## config.mk

```make
export PLATFORM = sky130hd
export DESIGN_NAME = rca_stream_adder
export DESIGN_NICKNAME = d
export VERILOG_FILES = /design/src/rtl/rca_stream_adder_pkg.sv /design/src/rtl/rca_stream_adder_rca.sv /design/src/rtl/rca_stream_adder.sv
export SDC_FILE = /design/constraint.sdc
export NUM_CORES = 1
export LEC_CHECK = 0
export BUFFER_PORTS_ARGS = -buffer_cell sky130_fd_sc_hd__buf_2
export CORE_MARGIN = 2
export CORE_UTILIZATION = 50
export CTS_CLUSTER_DIAMETER = 60
export DETAILED_ROUTE_END_ITERATION = 16
export PLACE_DENSITY = 0.76
export SYNTH_ARGS = -nofsm -noshare
export SYNTH_HDL_FRONTEND = slang
export SYNTH_SLANG_ARGS = --single-unit
```

## constraint.sdc

```tcl
create_clock -name clk -period 6.41 [get_ports clk]
set_input_delay 1.282 -clock clk [delete_from_list [all_inputs] [get_ports clk]]
set_output_delay 1.282 -clock clk [all_outputs]
set_load 0.1 [all_outputs]
```

## src/rtl/rca_stream_adder_pkg.sv

```systemverilog
// Shared definitions for the ripple-carry stream adder.
//   DEF_WIDTH / DEF_DEPTH : default operand width and FIFO depth
//   SUM_W, PTR_W          : derived sum width and FIFO pointer width
//   sum_t                 : one buffered result
//   fifo_state_t          : FIFO occupancy class (EMPTY / PARTIAL / FULL)
package rca_stream_adder_pkg;

  localparam int unsigned DEF_WIDTH = 8;
  localparam int unsigned DEF_DEPTH = 2;
  localparam int unsigned SUM_W     = DEF_WIDTH + 1;
  localparam int unsigned PTR_W     = $clog2(DEF_DEPTH);

  typedef logic [SUM_W-1:0] sum_t;

  typedef enum logic [1:0] {
    EMPTY   = 2'd0,
    PARTIAL = 2'd1,
    FULL    = 2'd2
  } fifo_state_t;

endpackage

```

## src/rtl/rca_stream_adder_rca.sv

```systemverilog
// Combinational ripple-carry adder core.
//   a, b : WIDTH-bit unsigned operands
//   y    : WIDTH+1-bit sum, carry-out in the MSB
module rca_stream_adder_rca #(
  parameter int unsigned WIDTH = 8
) (
  input  logic [WIDTH-1:0] a,
  input  logic [WIDTH-1:0] b,
  output logic [WIDTH:0]   y
);

  logic [WIDTH:0]   c;
  logic [WIDTH-1:0] s;

  assign c[0] = 1'b0;

  for (genvar i = 0; i < WIDTH; i++) begin : g_fa
    assign s[i]   = a[i] ^ b[i] ^ c[i];
    assign c[i+1] = (a[i] & b[i]) | (c[i] & (a[i] ^ b[i]));
  end

  assign y = {c[WIDTH], s};

endmodule

```

## src/rtl/rca_stream_adder.sv

```systemverilog
// Registered, flow-controlled wrapper around the ripple-carry adder core.
// Operand pairs arrive over a valid/ready handshake; each sum is buffered
// in a small FIFO, and a running total with sticky overflow and a
// saturating pair counter is maintained.
//   clk, rst_n           : clock, asynchronous active-low reset
//   in_valid/in_ready    : operand handshake, in_a/in_b operands
//   out_valid/out_ready  : result handshake, out_sum = FIFO head
//   acc_clear            : synchronous clear of the accumulator block
//   acc_total/acc_ovf    : running total and sticky wrap flag
//   pair_count           : accepted pairs, saturating at 255
module rca_stream_adder
  import rca_stream_adder_pkg::*;
#(
  parameter int unsigned WIDTH     = 8,
  parameter int unsigned DEPTH     = 2,
  parameter int unsigned ACC_WIDTH = 16
) (
  input  logic                 clk,
  input  logic                 rst_n,
  input  logic                 in_valid,
  output logic                 in_ready,
  input  logic [WIDTH-1:0]     in_a,
  input  logic [WIDTH-1:0]     in_b,
  output logic                 out_valid,
  input  logic                 out_ready,
  output logic [WIDTH:0]       out_sum,
  input  logic                 acc_clear,
  output logic [ACC_WIDTH-1:0] acc_total,
  output logic                 acc_ovf,
  output logic [7:0]           pair_count
);

  localparam int unsigned SW  = WIDTH + 1;
  localparam int unsigned PW  = $clog2(DEPTH);
  localparam int unsigned CW  = PW + 1;
  localparam int unsigned AW1 = ACC_WIDTH + 1;
  localparam logic [CW-1:0] FULL_CNT = CW'(DEPTH);

  logic [SW-1:0] sum;
  logic [SW-1:0] mem [DEPTH];
  logic [SW-1:0] last_pop;
  logic [PW-1:0] wr_ptr;
  logic [PW-1:0] rd_ptr;
  logic [CW-1:0] count;
  fifo_state_t   state;
  logic          push;
  logic          pop;

  rca_stream_adder_rca #(.WIDTH(WIDTH)) u_rca (
    .a (in_a),
    .b (in_b),
    .y (sum)
  );

  // Occupancy class derived from the registered count.
  always_comb begin
    state = PARTIAL;
    if (count == '0)            state = EMPTY;
    else if (count == FULL_CNT) state = FULL;
  end

  // Handshake and head outputs depend only on registered state.
  always_comb begin
    in_ready  = (state != FULL);
    out_valid = (state != EMPTY);
    // An empty FIFO shows the most recently popped value, not a stale slot.
    out_sum   = out_valid ? mem[rd_ptr] : last_pop;
  end

  assign push = in_valid & in_ready;
  assign pop  = out_valid & out_ready;

  always_ff @(posedge clk or negedge rst_n) begin
    if (!rst_n) begin
      for (int unsigned i = 0; i < DEPTH; i++) mem[i] <= '0;
      wr_ptr   <= '0;
      rd_ptr   <= '0;
      count    <= '0;
      last_pop <= '0;
    end else begin
      if (push) begin
        mem[wr_ptr] <= sum;
        wr_ptr      <= wr_ptr + 1'b1;
      end
      if (pop) begin
        last_pop <= mem[rd_ptr];
        rd_ptr   <= rd_ptr + 1'b1;
      end
      case ({push, pop})
        2'b10:   count <= count + 1'b1;
        2'b01:   count <= count - 1'b1;
        default: count <= count;
      endcase
    end
  end

  // Clear applies before the add, so clear+push leaves just this sum.
  logic [ACC_WIDTH-1:0] acc_base;
  logic                 ovf_base;
  logic [7:0]           cnt_base;
  logic [AW1-1:0]       acc_next;

  always_comb begin
    acc_base = acc_clear ? '0 : acc_total;
    ovf_base = acc_clear ? 1'b0 : acc_ovf;
    cnt_base = acc_clear ? '0 : pair_count;
    acc_next = {1'b0, acc_base} + AW1'(sum);
  end

  always_ff @(posedge clk or negedge rst_n) begin
    if (!rst_n) begin
      acc_total  <= '0;
      acc_ovf    <= 1'b0;
      pair_count <= '0;
    end else if (push) begin
      acc_total  <= acc_next[ACC_WIDTH-1:0];
      acc_ovf    <= ovf_base | acc_next[ACC_WIDTH];
      pair_count <= (cnt_base == '1) ? cnt_base : cnt_base + 1'b1;
    end else if (acc_clear) begin
      acc_total  <= '0;
      acc_ovf    <= 1'b0;
      pair_count <= '0;
    end
  end

endmodule
```

==> qor.log <==
[synth] Avg Inst Size Synth 9.89 um2
[layout] share of post-route cells with drive strength above 1 23.1%
[setup_path] Critical-path top delay cell sky130_fd_sc_hd__fa_1
[setup_path] Worst EP arrival 5850 ps
[sta] worst slew margin relative to its limit 53.0%
[sta] largest clock skew in the final design 8.72 ps
[cts] Post-CTS Setup Inserts 0
[cts] Clk Tree Root Cell sky130_fd_sc_hd__clkbuf_8
[sta] final critical delay including setup and external delays 5610 ps
[sta] number of hold violations in the final report 0
[cts] total number of clock tree sinks 56
[setup_path] worst flop-to-flop path endpoint acc_total[12]
[global_routing] number of antenna violations at the first check in global routing 0
[worst_hold_path] depth of the worst hold-timing path 1
[sta] final setup violation count 0
[outcome] run status completed
[layout] diode insertion count for antenna repair 0
[setup_path] number of buffers and inverters on the critical path 3
[setup_path] Crit. End Element flop
[die] overall die width 84.2 um
[die] Vert. Die Dim 84.2 um
[cts] maximum number of buffers from clock root to sink 2
[global_routing] maximum number of pins on one net before global-route repair 57
[synth] distinct cell type count after synthesis 48
[worst_hold_path] worst hold start count[1]
[route] vias 2431
[sta] Max Transition Viols Final 0
[synth] Syn Inst Count 325
[sta] Worst Tran Pin Value 705 ps
[setup_path] depth of the worst register-to-register path 8
[synth] number of register bits inferred by synthesis 56
[die] io pins 57
[sta] total negative slack 0 ps
[worst_hold_path] worst hold path type reg -> reg
[route] Via-to-Cell Ratio 5.35
[sta] maximum achievable frequency 178 MHz
[cts] quantity of gates resized following cts 0
[die] std cell rows 29
[sta] fraction of the cycle the final worst path needs 87.6%
[route] count of unresolved DRC violations after routing 0
[setup_path] highest net fanout along the worst path 5
[die] area enclosed by the die boundary 7080 um2
[sta] unrepaired setup endpoints after global routing no
[worst_hold_path] endpoint with the worst hold slack count[1]
[synth] post-synthesis net count 366
[setup_path] largest delay contributor family on the critical path adder cells
[cts] clk slew on worst S/H paths 90 ps
[global_routing] vias in the first global route 2431
[global_routing] wire length of the first global-routing pass 11.3 mm
[die] initial core utilization 51.2%
[setup_path] reg2reg start acc_total[0]
[placed_design] cell total after placement 446
[synth] Async S/R FF share, synth 100%
[synth] Post-synth top flop sky130_fd_sc_hd__dfrtp_1
[global_routing] grt total ovfl 0
[placed_design] number of port buffers 56
[setup_path] ordered list of cells on the worst path buf_2 > ha_1 > inv_1 > fa_1 > fa_1 > fa_1 > fa_1 > fa_1 > fa_1 > inv_1 > fa_1 > ha_1 > and3_1 > nor4b_4 > a22oi_2 > or3_1 > a21oi_1
[setup_path] Worst R2R Setup Slack 4020 ps
[synth] portion of the post-synthesis area used by sequential elements 43.6%
[placed_design] HPWL after detailed placement 4.73 mm
[placed_design] final estimated routing congestion in global placement 0.805
[layout] Synth-to-Final Area Change 12.7%
[synth] Mapped Area 3210 um2
[flow_run] max-capacitance violation count 0
[layout] number of standard cells in the layout, taps in and fillers out 454
[setup_path] critical path class in -> reg
[route] Avg WL per Cell 14.0 um
[setup_path] critical path startpoint category primary input
[synth] count of warnings emitted by yosys 0
[setup_path] largest stage delay on the critical path 440 ps
[route] antenna viol nets, final 0
[setup_path] Required @ worst endpoint 6650 ps
[cts] TritonCTS clock tree yes
[cts] clock insertion delay at the later pin of the skew report 310 ps
[route] post-detailed-routing wire length 6.38 mm
[route] DRT iter0 DRCs 117
[global_routing] GRT Total Usage 19.5%
[route] Pre-Repair DR Iteration Count 4
[setup_path] most frequent cell on the critical path sky130_fd_sc_hd__fa_1
[cts] number of hold buffers added after CTS 0
[layout] nets 417
[die] core area 6280 um2
[cts] depth of the CTS H-tree 2
[cts] TritonCTS Buffers 5
[synth] Post-synth EDFFs 0
## synthesized netlist by cell type (all sizes together) (2+ instances only)
cell type / count / area (um2)
dfrtp: 56 / 1400
nand2: 45 / 171
o21ai: 28 / 140
inv: 25 / 93.8
a21oi: 20 / 104
nor2b: 16 / 103
nor2: 15 / 56.3
mux2: 13 / 146
ha: 12 / 150
xnor2: 11 / 96.3
mux2i: 9 / 90.1
clkbuf: 8 / 30.0
fa: 8 / 160
xor2: 8 / 70.1
a21o: 6 / 45.0
buf: 5 / 37.5
nor3: 4 / 25.0
a31oi: 3 / 18.8
and3: 3 / 18.8
nand2b: 3 / 18.8
nand4: 3 / 18.8
or2: 3 / 18.8
or3: 3 / 18.8
nand3: 2 / 10.0
## cell families (layout without fill, tap and decap cells)
logic type                 count (synthesis)  after routing  synth area share, %
AOI/OAI and AO/OA                         68             68                 12.6
xor gates and xnor gates                  19             19                 5.18
adders and majority gates                 20             20                 9.66
buffers and inverters                     38             90                 5.02
DFF                                       56             56                 43.6
muxes                                     22             22                 7.36
and+or+nand+nor                          102            102                 16.6
## worst max path at each step
stage	cells past startpoint	to	slack [ps]	start
after floorplan	16	acc_total[14]	860	in_a[0]
after global placement	17	acc_total[14]	610	in_a[0]
after detailed placement	17	acc_total[14]	470	in_a[0]
after CTS	17	acc_total[14]	800	in_a[0]
after global routing	17	acc_total[14]	630	in_b[0]
final	17	acc_total[14]	800	in_a[0]
## area by class of cell
class                           count  area [um2]
Fill cell                         568        2660
Multi-Input combinational cell    231        1650
Sequential cell                    56        1400
Timing Repair Buffer               57         288
Tap cell                           77        96.3
Inverter                           25        93.8
Clock buffer                        5        68.8
Clock inverter                      3        22.5
## through the flow
| stage | instance area (um2) | util [%] | worst slack (ps) | hold slack (ps) |
|---|---|---|---|---|
| floorplan | 3210 | - | 862 | 447 |
| global placement | 3530 | 56.2 | 611 | 461 |
| detailed placement | 3530 | 56.2 | 474 | 470 |
| CTS | 3620 | 57.7 | 796 | 493 |
| global route | 3620 | 57.7 | 633 | 522 |
| finish | 3620 | 57.7 | 797 | 490 |
## cell usage in the layout, fill, tap and decap left out, types with 5 or more instances in the layout
cell type,instances
sky130_fd_sc_hd__xnor2_1,11
sky130_fd_sc_hd__buf_2,56
sky130_fd_sc_hd__inv_1,23
sky130_fd_sc_hd__a21oi_1,19
sky130_fd_sc_hd__xor2_1,8
sky130_fd_sc_hd__fa_1,8
sky130_fd_sc_hd__mux2_1,5
sky130_fd_sc_hd__nor2b_1,15
sky130_fd_sc_hd__a21o_1,6
sky130_fd_sc_hd__nor2_1,15
sky130_fd_sc_hd__nand2_1,44
sky130_fd_sc_hd__mux2i_1,9
sky130_fd_sc_hd__ha_1,12
sky130_fd_sc_hd__dfrtp_1,56
sky130_fd_sc_hd__clkbuf_8,5
sky130_fd_sc_hd__o21ai_1,9
sky130_fd_sc_hd__mux2_2,8
sky130_fd_sc_hd__o21ai_0,19
## worst register-to-register path, stage by stage, from the launching register on
cell,delay (ps)
sky130_fd_sc_hd__dfrtp_1,390
sky130_fd_sc_hd__nor2b_1,140
sky130_fd_sc_hd__ha_1,250
sky130_fd_sc_hd__fa_1,420
sky130_fd_sc_hd__a21o_1,200
sky130_fd_sc_hd__a221o_1,370
sky130_fd_sc_hd__a22oi_2,250
sky130_fd_sc_hd__xor2_1,180
sky130_fd_sc_hd__nor2_1,60
## layer usage
layer	up-vias	global-route usage, %	wire, um
met2	46	33.3	3140
met1	1172	25.9	2860
li1	1201	-	-
met5	-	0	0
met4	0	6.30	131
met3	12	2.75	248
## flip-flops by register name, summed over array words and instances (netlist names)
register,flops
wr_ptr,1
last_pop,9
acc_ovf,1
acc_total,16
rd_ptr,1
count,2
pair_count,8
mem,18
Power is not shown: default switching activity piles up to over one toggle a cycle in this logic, so the estimate is an artifact.
